==> src/rtl/alu_sequencer.sv <==
// ---------------------------------------------------------------------------
// alu_sequencer
//   Three-state command sequencer in front of an external combinational ALU.
//   A command is accepted in IDLE. EXEC drives the ALU with the latched
//   operand selects, opcode and carry-in, then captures the ALU result.
//   WB presents the captured result and pulses done.
//
// Ports
//   clk, reset_n                      clock, async active-low reset
//   cmd_valid / cmd_ready             command handshake
//   cmd_src1, cmd_src2, cmd_op,
//   cmd_dest, cmd_cin_mode,
//   cmd_set_flags                     command fields
//   input_1_select, input_2_select,
//   alu_opcode, alu_cin               ALU control (non-zero in EXEC only)
//   alu_out, alu_cout                 combinational ALU result
//   wb_en, wb_dest, wb_data           writeback (non-zero in WB only)
//   flag_n, flag_z, flag_c            status flags
//   done                              one-cycle completion pulse
//
// State table
//   state | meaning
//   IDLE  | ready for a command, ALU side held at no-op
//   EXEC  | ALU driven from latched command, result captured at exit
//   WB    | writeback and done presented, flags updated at exit
// ---------------------------------------------------------------------------
module alu_sequencer #(
  parameter int DATA_W = 8
) (
  input  logic              clk,
  input  logic              reset_n,
  input  logic              cmd_valid,
  output logic              cmd_ready,
  input  logic [2:0]        cmd_src1,
  input  logic [2:0]        cmd_src2,
  input  logic [7:0]        cmd_op,
  input  logic [2:0]        cmd_dest,
  input  logic [1:0]        cmd_cin_mode,
  input  logic              cmd_set_flags,
  output logic [2:0]        input_1_select,
  output logic [2:0]        input_2_select,
  output logic [7:0]        alu_opcode,
  output logic              alu_cin,
  input  logic [DATA_W-1:0] alu_out,
  input  logic              alu_cout,
  output logic              wb_en,
  output logic [2:0]        wb_dest,
  output logic [DATA_W-1:0] wb_data,
  output logic              flag_n,
  output logic              flag_z,
  output logic              flag_c,
  output logic              done
);

  typedef enum logic [1:0] {
    ST_IDLE = 2'd0,
    ST_EXEC = 2'd1,
    ST_WB   = 2'd2
  } state_t;

  state_t state, state_nxt;

  logic [2:0]        lat_src1;
  logic [2:0]        lat_src2;
  logic [7:0]        lat_op;
  logic [2:0]        lat_dest;
  logic [1:0]        lat_cin_mode;
  logic              lat_set_flags;
  logic [DATA_W-1:0] result;
  logic              carry;

  logic accept;
  assign accept = (state == ST_IDLE) && cmd_valid;

  always_ff @(posedge clk or negedge reset_n) begin
    if (!reset_n) begin
      state <= ST_IDLE;
    end else begin
      state <= state_nxt;
    end
  end

  always_ff @(posedge clk or negedge reset_n) begin
    if (!reset_n) begin
      lat_src1      <= '0;
      lat_src2      <= '0;
      lat_op        <= '0;
      lat_dest      <= '0;
      lat_cin_mode  <= '0;
      lat_set_flags <= 1'b0;
    end else if (accept) begin
      lat_src1      <= cmd_src1;
      lat_src2      <= cmd_src2;
      lat_op        <= cmd_op;
      lat_dest      <= cmd_dest;
      lat_cin_mode  <= cmd_cin_mode;
      lat_set_flags <= cmd_set_flags;
    end
  end

  always_ff @(posedge clk or negedge reset_n) begin
    if (!reset_n) begin
      result <= '0;
      carry  <= 1'b0;
    end else if (state == ST_EXEC) begin
      result <= alu_out;
      carry  <= alu_cout;
    end
  end

  always_ff @(posedge clk or negedge reset_n) begin
    if (!reset_n) begin
      flag_n <= 1'b0;
      flag_z <= 1'b0;
      flag_c <= 1'b0;
    end else if (state == ST_WB && lat_set_flags) begin
      flag_n <= result[DATA_W-1];
      flag_z <= (result == '0);
      flag_c <= carry;
    end
  end

  // flag_c here is still the pre-command value: flags only move at WB exit.
  logic cin_sel;
  always_comb begin
    cin_sel = 1'b0;
    case (lat_cin_mode)
      2'd1:    cin_sel = 1'b1;
      2'd2:    cin_sel = flag_c;
      default: cin_sel = 1'b0;
    endcase
  end

  always_comb begin
    state_nxt      = state;
    cmd_ready      = 1'b0;
    input_1_select = '0;
    input_2_select = '0;
    alu_opcode     = '0;
    alu_cin        = 1'b0;
    wb_en          = 1'b0;
    wb_dest        = '0;
    wb_data        = '0;
    done           = 1'b0;
    case (state)
      ST_IDLE: begin
        cmd_ready = 1'b1;
        if (cmd_valid) state_nxt = ST_EXEC;
      end
      ST_EXEC: begin
        input_1_select = lat_src1;
        input_2_select = lat_src2;
        alu_opcode     = lat_op;
        alu_cin        = cin_sel;
        state_nxt      = ST_WB;
      end
      ST_WB: begin
        done      = 1'b1;
        wb_dest   = lat_dest;
        wb_data   = result;
        // Codes 6 and 7 are treated like 0: no writeback target.
        wb_en     = (lat_dest >= 3'd1) && (lat_dest <= 3'd5);
        state_nxt = ST_IDLE;
      end
      default: state_nxt = ST_IDLE;
    endcase
  end

endmodule
==> config.mk <==
export PLATFORM = sky130hd
export DESIGN_NAME = alu_sequencer
export DESIGN_NICKNAME = d
export VERILOG_FILES = /design/src/rtl/alu_sequencer.sv
export SDC_FILE = /design/constraint.sdc
export NUM_CORES = 1
export LEC_CHECK = 0
export ABC_CLOCK_PERIOD_IN_PS = 1200
export BUFFER_PORTS_ARGS = -buffer_cell sky130_fd_sc_hd__clkbuf_2
export CAP_MARGIN = 20
export CORE_MARGIN = 2
export CORE_UTILIZATION = 43
export DETAILED_ROUTE_END_ITERATION = 7
export GPL_TIMING_DRIVEN = 0
export MAX_ROUTING_LAYER = met4
export PLACE_DENSITY = 0.78
export REMOVE_ABC_BUFFERS = 1
export SLEW_MARGIN = 5
export SYNTH_ARGS = -nofsm -noshare
export SYNTH_HDL_FRONTEND = slang
export SYNTH_SLANG_ARGS = --single-unit
==> constraint.sdc <==
create_clock -name clk -period 1.2 [get_ports clk]
set_input_delay 0.06 -clock clk [delete_from_list [all_inputs] [get_ports clk]]
set_output_delay 0.06 -clock clk [all_outputs]
set_load 0.01 [all_outputs]
## Word level (Yosys, flattened, before mapping)

Cells that the tools add are included.

- Register bits: 34
- Output and inout port bits: 32
- Logic and storage cells: 36

- Order comparisons: 2
- Eq/ne operators: 5
- Mux-type cells: 12
- Reduce and logical (&&, ||, !) cells: 5

Operator list:

| cell | count |
|---|---|
| two-way mux 8 bit | 2 |
| two-way mux 3 bit | 3 |
| logical NOT 8 bit | 1 |
| == test 2 x 1 -> 1 bit, second input constant | 2 |
| == test 2 bit, second input constant | 2 |
| two-way mux 1 bit | 4 |
| case mux 2 bit (2 select lines) | 1 |
| >= comparator 3 x 1 -> 1 bit, second input constant | 1 |
| less-or-equal comparator 3 bit, second input constant | 1 |
| logical AND 1 bit | 3 |
| logical NOT 2 bit | 1 |
| two-way mux 2 bit | 1 |
| != test 2 bit, second input constant | 1 |
| case mux 1 bit (2 select lines) | 1 |

## Depth between registers and ports, before layout

- Word-level depth: 3
- Mapped depth: 4
- Depth with buffers taken out: 4

## Worst setup path after synthesis

OpenSTA, ideal clock, no wires.

- Path kind: flip-flop to flip-flop
- From: register state[1]
- To: register lat_dest[0]
- Library setup time: 0.125 ns
- Arrival: 1.188 ns
- Setup slack: -0.114 ns
- Stages on the path, launching flop included: 5
- Cells stage by stage: dfrtp_1 nor2_2 and2_4 buf_12 mux2_4

- Cells in the longest elaborated chain, start to end: 2

Ends and longest elaborated chain:

| what | line | RTL |
|---|---|---|
| from (decl) | 61 | `state_t state, state_nxt;` |
| from (signal assigned) | 79 | `state <= state_nxt;` |
| logical NOT 2 bit | 73 | `assign accept = (state == ST_IDLE) && cmd_valid;` |
| logical AND 1 bit | 73 |  |
| to (signal assigned) | 95 | `lat_dest <= cmd_dest;` |
| to (decl) | 66 | `logic [2:0] lat_dest;` |

Every way passes these cells.
A chain may end at the register's enable or synchronous reset.

## Final worst setup path

- From: register state[0]
- To: register lat_src1[2]

- Cells in the longest elaborated chain, start to end: 2

Ends and longest elaborated chain:

| what | line | RTL |
|---|---|---|
| logical NOT 2 bit | 73 |  |
| logical AND 1 bit | 73 |  |
| to (signal assigned) | 92 | `lat_src1 <= cmd_src1;` |
| to (decl) | 63 | `logic [2:0] lat_src1;` |

Every way passes these cells.

==> impl_results.md <==
* Clock share of power at 0.206
* Area after DPL at 1950 um2
* Final setup viols at 56
* RSZ-0062 raised after global routing: yes
* Worst Setup Start Kind: flip-flop
* Max Transition Viols Final at 0
* Int Pwr at 0.00280 W
* Top-count cell post-synth: dfrtp_1
* Fmax at 0.704 GHz
* Crit path cell chain: buf_6 > nor2_4 > and2_4 > buf_12 > mux2_4
* Clock root cell: clkbuf_8
* Post-synthesis adder-cell area fraction at 0.0153
* CP max stage delay at 410 ps
* Synth cell types at 21
* Die height at 65.6 um
* Vias per cell at 4.63
* Initial DRT Pass Iterations at 4
* Largest family of logic cells by synthesized area: multiplexers
* P_leak at 1.20 nW
* Min-delay worst type: in2reg
* Drt initial violations at 42
* Post-Synthesis Cells at 116
* Max VDD drop at 955 uV
* Clock transition at the registers of the reported paths at 60 ps
* Final hold vios at 0
* Vias at 1,130
* Post-synthesis xor/xnor area fraction at 0
* Nets@finish at 231
* Port bufs at 63
* Yosys warnings at 0
* Reg2reg start: state[0]
* HPWL reported at the end of detailed placement at 2.10 mm
* Vias in the first global route at 1,199
* Ys flop type: dfrtp_1
* DRT Wirelength at 3.49 mm
* #FFs+latches synth at 34
* Max FO, Critical Path at 8
* Switch share at 0.278
* Hold Path Origin: alu_cout
* Tmin final at 1420 ps
* Crit. Startpoint: state[0]
* Core area at 3660 um2
* Setup TNS at -9450 ps
* Worst slew pin tran at 824 ps
* Logic gate share of total power at 0.353
* Post-synthesis mux area share at 0.267
* CP max-delay cell: dfrtp_1
* Worst setup EP type: flip-flop
* Critical path data required time at 1360 ps
* Footprint of the multi-input gates at 805 um2
* DIE AREA at 4310 um2
* N_diodes at 0
* Post-synth top cells: 34 x dfrtp_1, 25 x and2_1, 23 x mux2_4, 8 x mux2_2, 4 x nand2_1
* CTS sink count at 34
* Grt ovf at 0
* Largest net degree at the start of global routing at 35
* Area growth syn-to-layout at 44.8%
* Max-Slew Margin vs Limit at 0.451
* Clk Latency, worst-skew pair at 270 ps
* Initial antenna violation count at 0
* Sequential Area at 852 um2
* P_sw at 0.00108 W
* Num ports at 64
* Mapped cell area at 1630 um2
* Post-synth ARST share at 1.00
* Failing checks: negative setup slack
* Flop pwr share at 0.442
* CTS tree: done
* Synth top area cells: dfrtp_1 52%, mux2_4 21%, and2_1 9.6%
* Register area share after synthesis at 0.521
* Total GRT Usage at 0.186
* RD Place Congestion at 0.680
* Pwr Density at 1640 nW/um2
* Max H-tree Level at 2
* Layout filler cell count at 279
* Cell accounting for the most synthesized area: dfrtp_1
* Post-route DRC at 0
* Simple-gate share of the synthesized area at 0.144
* Status: complete, but fails checks
* Die W at 65.6 um
* Top-area cell type share of the netlist area at 0.521
* Clock Skew at 4.44 ps
* Final worst setup slack at -221 ps
* Post-layout instance area at 2360 um2
* Post-synth EDFFs at 0
* TritonCTS buffer count at 5
* Fin crit share at 1.18
* Max-Cap Viols at 0
* First-pass GRT wire length at 5.78 mm
* Effective utilization at floorplan at 0.446
* Wirelength per Cell at 14.3 um
* Syn avg cell area at 14.1 um2
* Kind of critical path: reg2reg
* Clock Tree Buf Depth at 2
* Post-place setup slack at -338 ps
* Final ANT Viol Nets at 0
* Crit path DAT at 1580 ps
* Layout cells sized above 1 at 0.709
* Row Count at 22
* Synth Area in Compound Gates at 0.00613
## cells by family after synthesis
kind of cell	count (synthesis)
AOI/OAI and AO/OA	2
adders and majority gates	2
buffers and inverters	8
DFF	34
muxes	31
and+or+nand+nor	39
## critical path: cells and delay by family (launching register included)
| kind | cells | cell delay [ps] |
|---|---|---|
| buf+inv | 2 | 270 |
| flops | 1 | 410 |
| mux | 1 | 300 |
| simple gates | 2 | 310 |
## metal layers
metal,up-vias,track usage,share of wire
met2,49,0.321,0.51
met5,-,-,0
met1,529,0.218,0.42
met3,3,0.0462,0.062
li1,549,-,-
met4,0,0.0469,0.0069
## sequential cells by signal (all words and copies together), names as in the netlist, 2 cells and up
name	cells
result	8
lat_dest	3
lat_src1	3
lat_src2	3
lat_op	8
state	2
lat_cin_mode	2
## layout make-up
class                   instances  share of cell area
clock buffers                   6              0.0349
inverters                       2             0.00318
multi-input cells              76               0.340
well taps                      48              0.0254
repair buffers                 78               0.236
flip-flops and latches         34               0.361
## cell usage in the layout, fill, tap and decap left out, types with 2 or more instances in the layout
cell type | Yosys | layout
and2_1 | 25 | 12
and2_4 | 1 | 15
buf_2 | 2 | 5
buf_4 | 1 | 7
buf_6 | 1 | 19
clkbuf_2 | 0 | 44
clkbuf_8 | 0 | 6
dfrtp_1 | 34 | 33
inv_1 | 2 | 2
mux2_2 | 8 | 6
mux2_4 | 23 | 25
nand2_1 | 4 | 3
nor2b_4 | 0 | 3
nor4_1 | 2 | 2
## power groups by stage
stage | sequential, W | combinational (W) | clock (W)
after floorplan | 0.00165 | 0.000711 | 0
after global routing | 0.00177 | 0.00148 | 0.000896
after detailed placement | 0.00170 | 0.00103 | 0
after global placement | 0.00169 | 0.000998 | 0
final | 0.00171 | 0.00137 | 0.000796
after CTS | 0.00170 | 0.00119 | 0.000822
## what timing repair did
item	4_1_cts	5_1_grt
gates cloned	3	0
hold endpoints to repair	34	0
setup endpoints to repair	58	60
pin swaps	12	14
gates resized for setup	15	52
setup buffers	10	2
hold buffers	1	0
## path summary, 6_finish.rpt
check | cells after the start | endpoint | slack, ps
min in group asynchronous | 2 | result[7] | 410
worst max register to register | 5 | lat_src1[2] | -220
worst min register to register | 2 | flag_z | 480
worst max-delay path | 5 | lat_src1[2] | -220
worst min-delay path | 2 | carry | 10
max in group asynchronous | 2 | state[1] | 210
## metrics by stage
step	hold WS (ps)	total power [W]	std cells	utilization
after floorplan	-236	0.00236	110	-
after global placement	182	0.00269	221	0.530
after detailed placement	195	0.00273	222	0.533
after CTS	6.00	0.00371	242	0.602
after global routing	1.27	0.00414	244	0.646
final	13.0	0.00387	244	0.646
No activity file was read; power rests on OpenSTA's default activity.
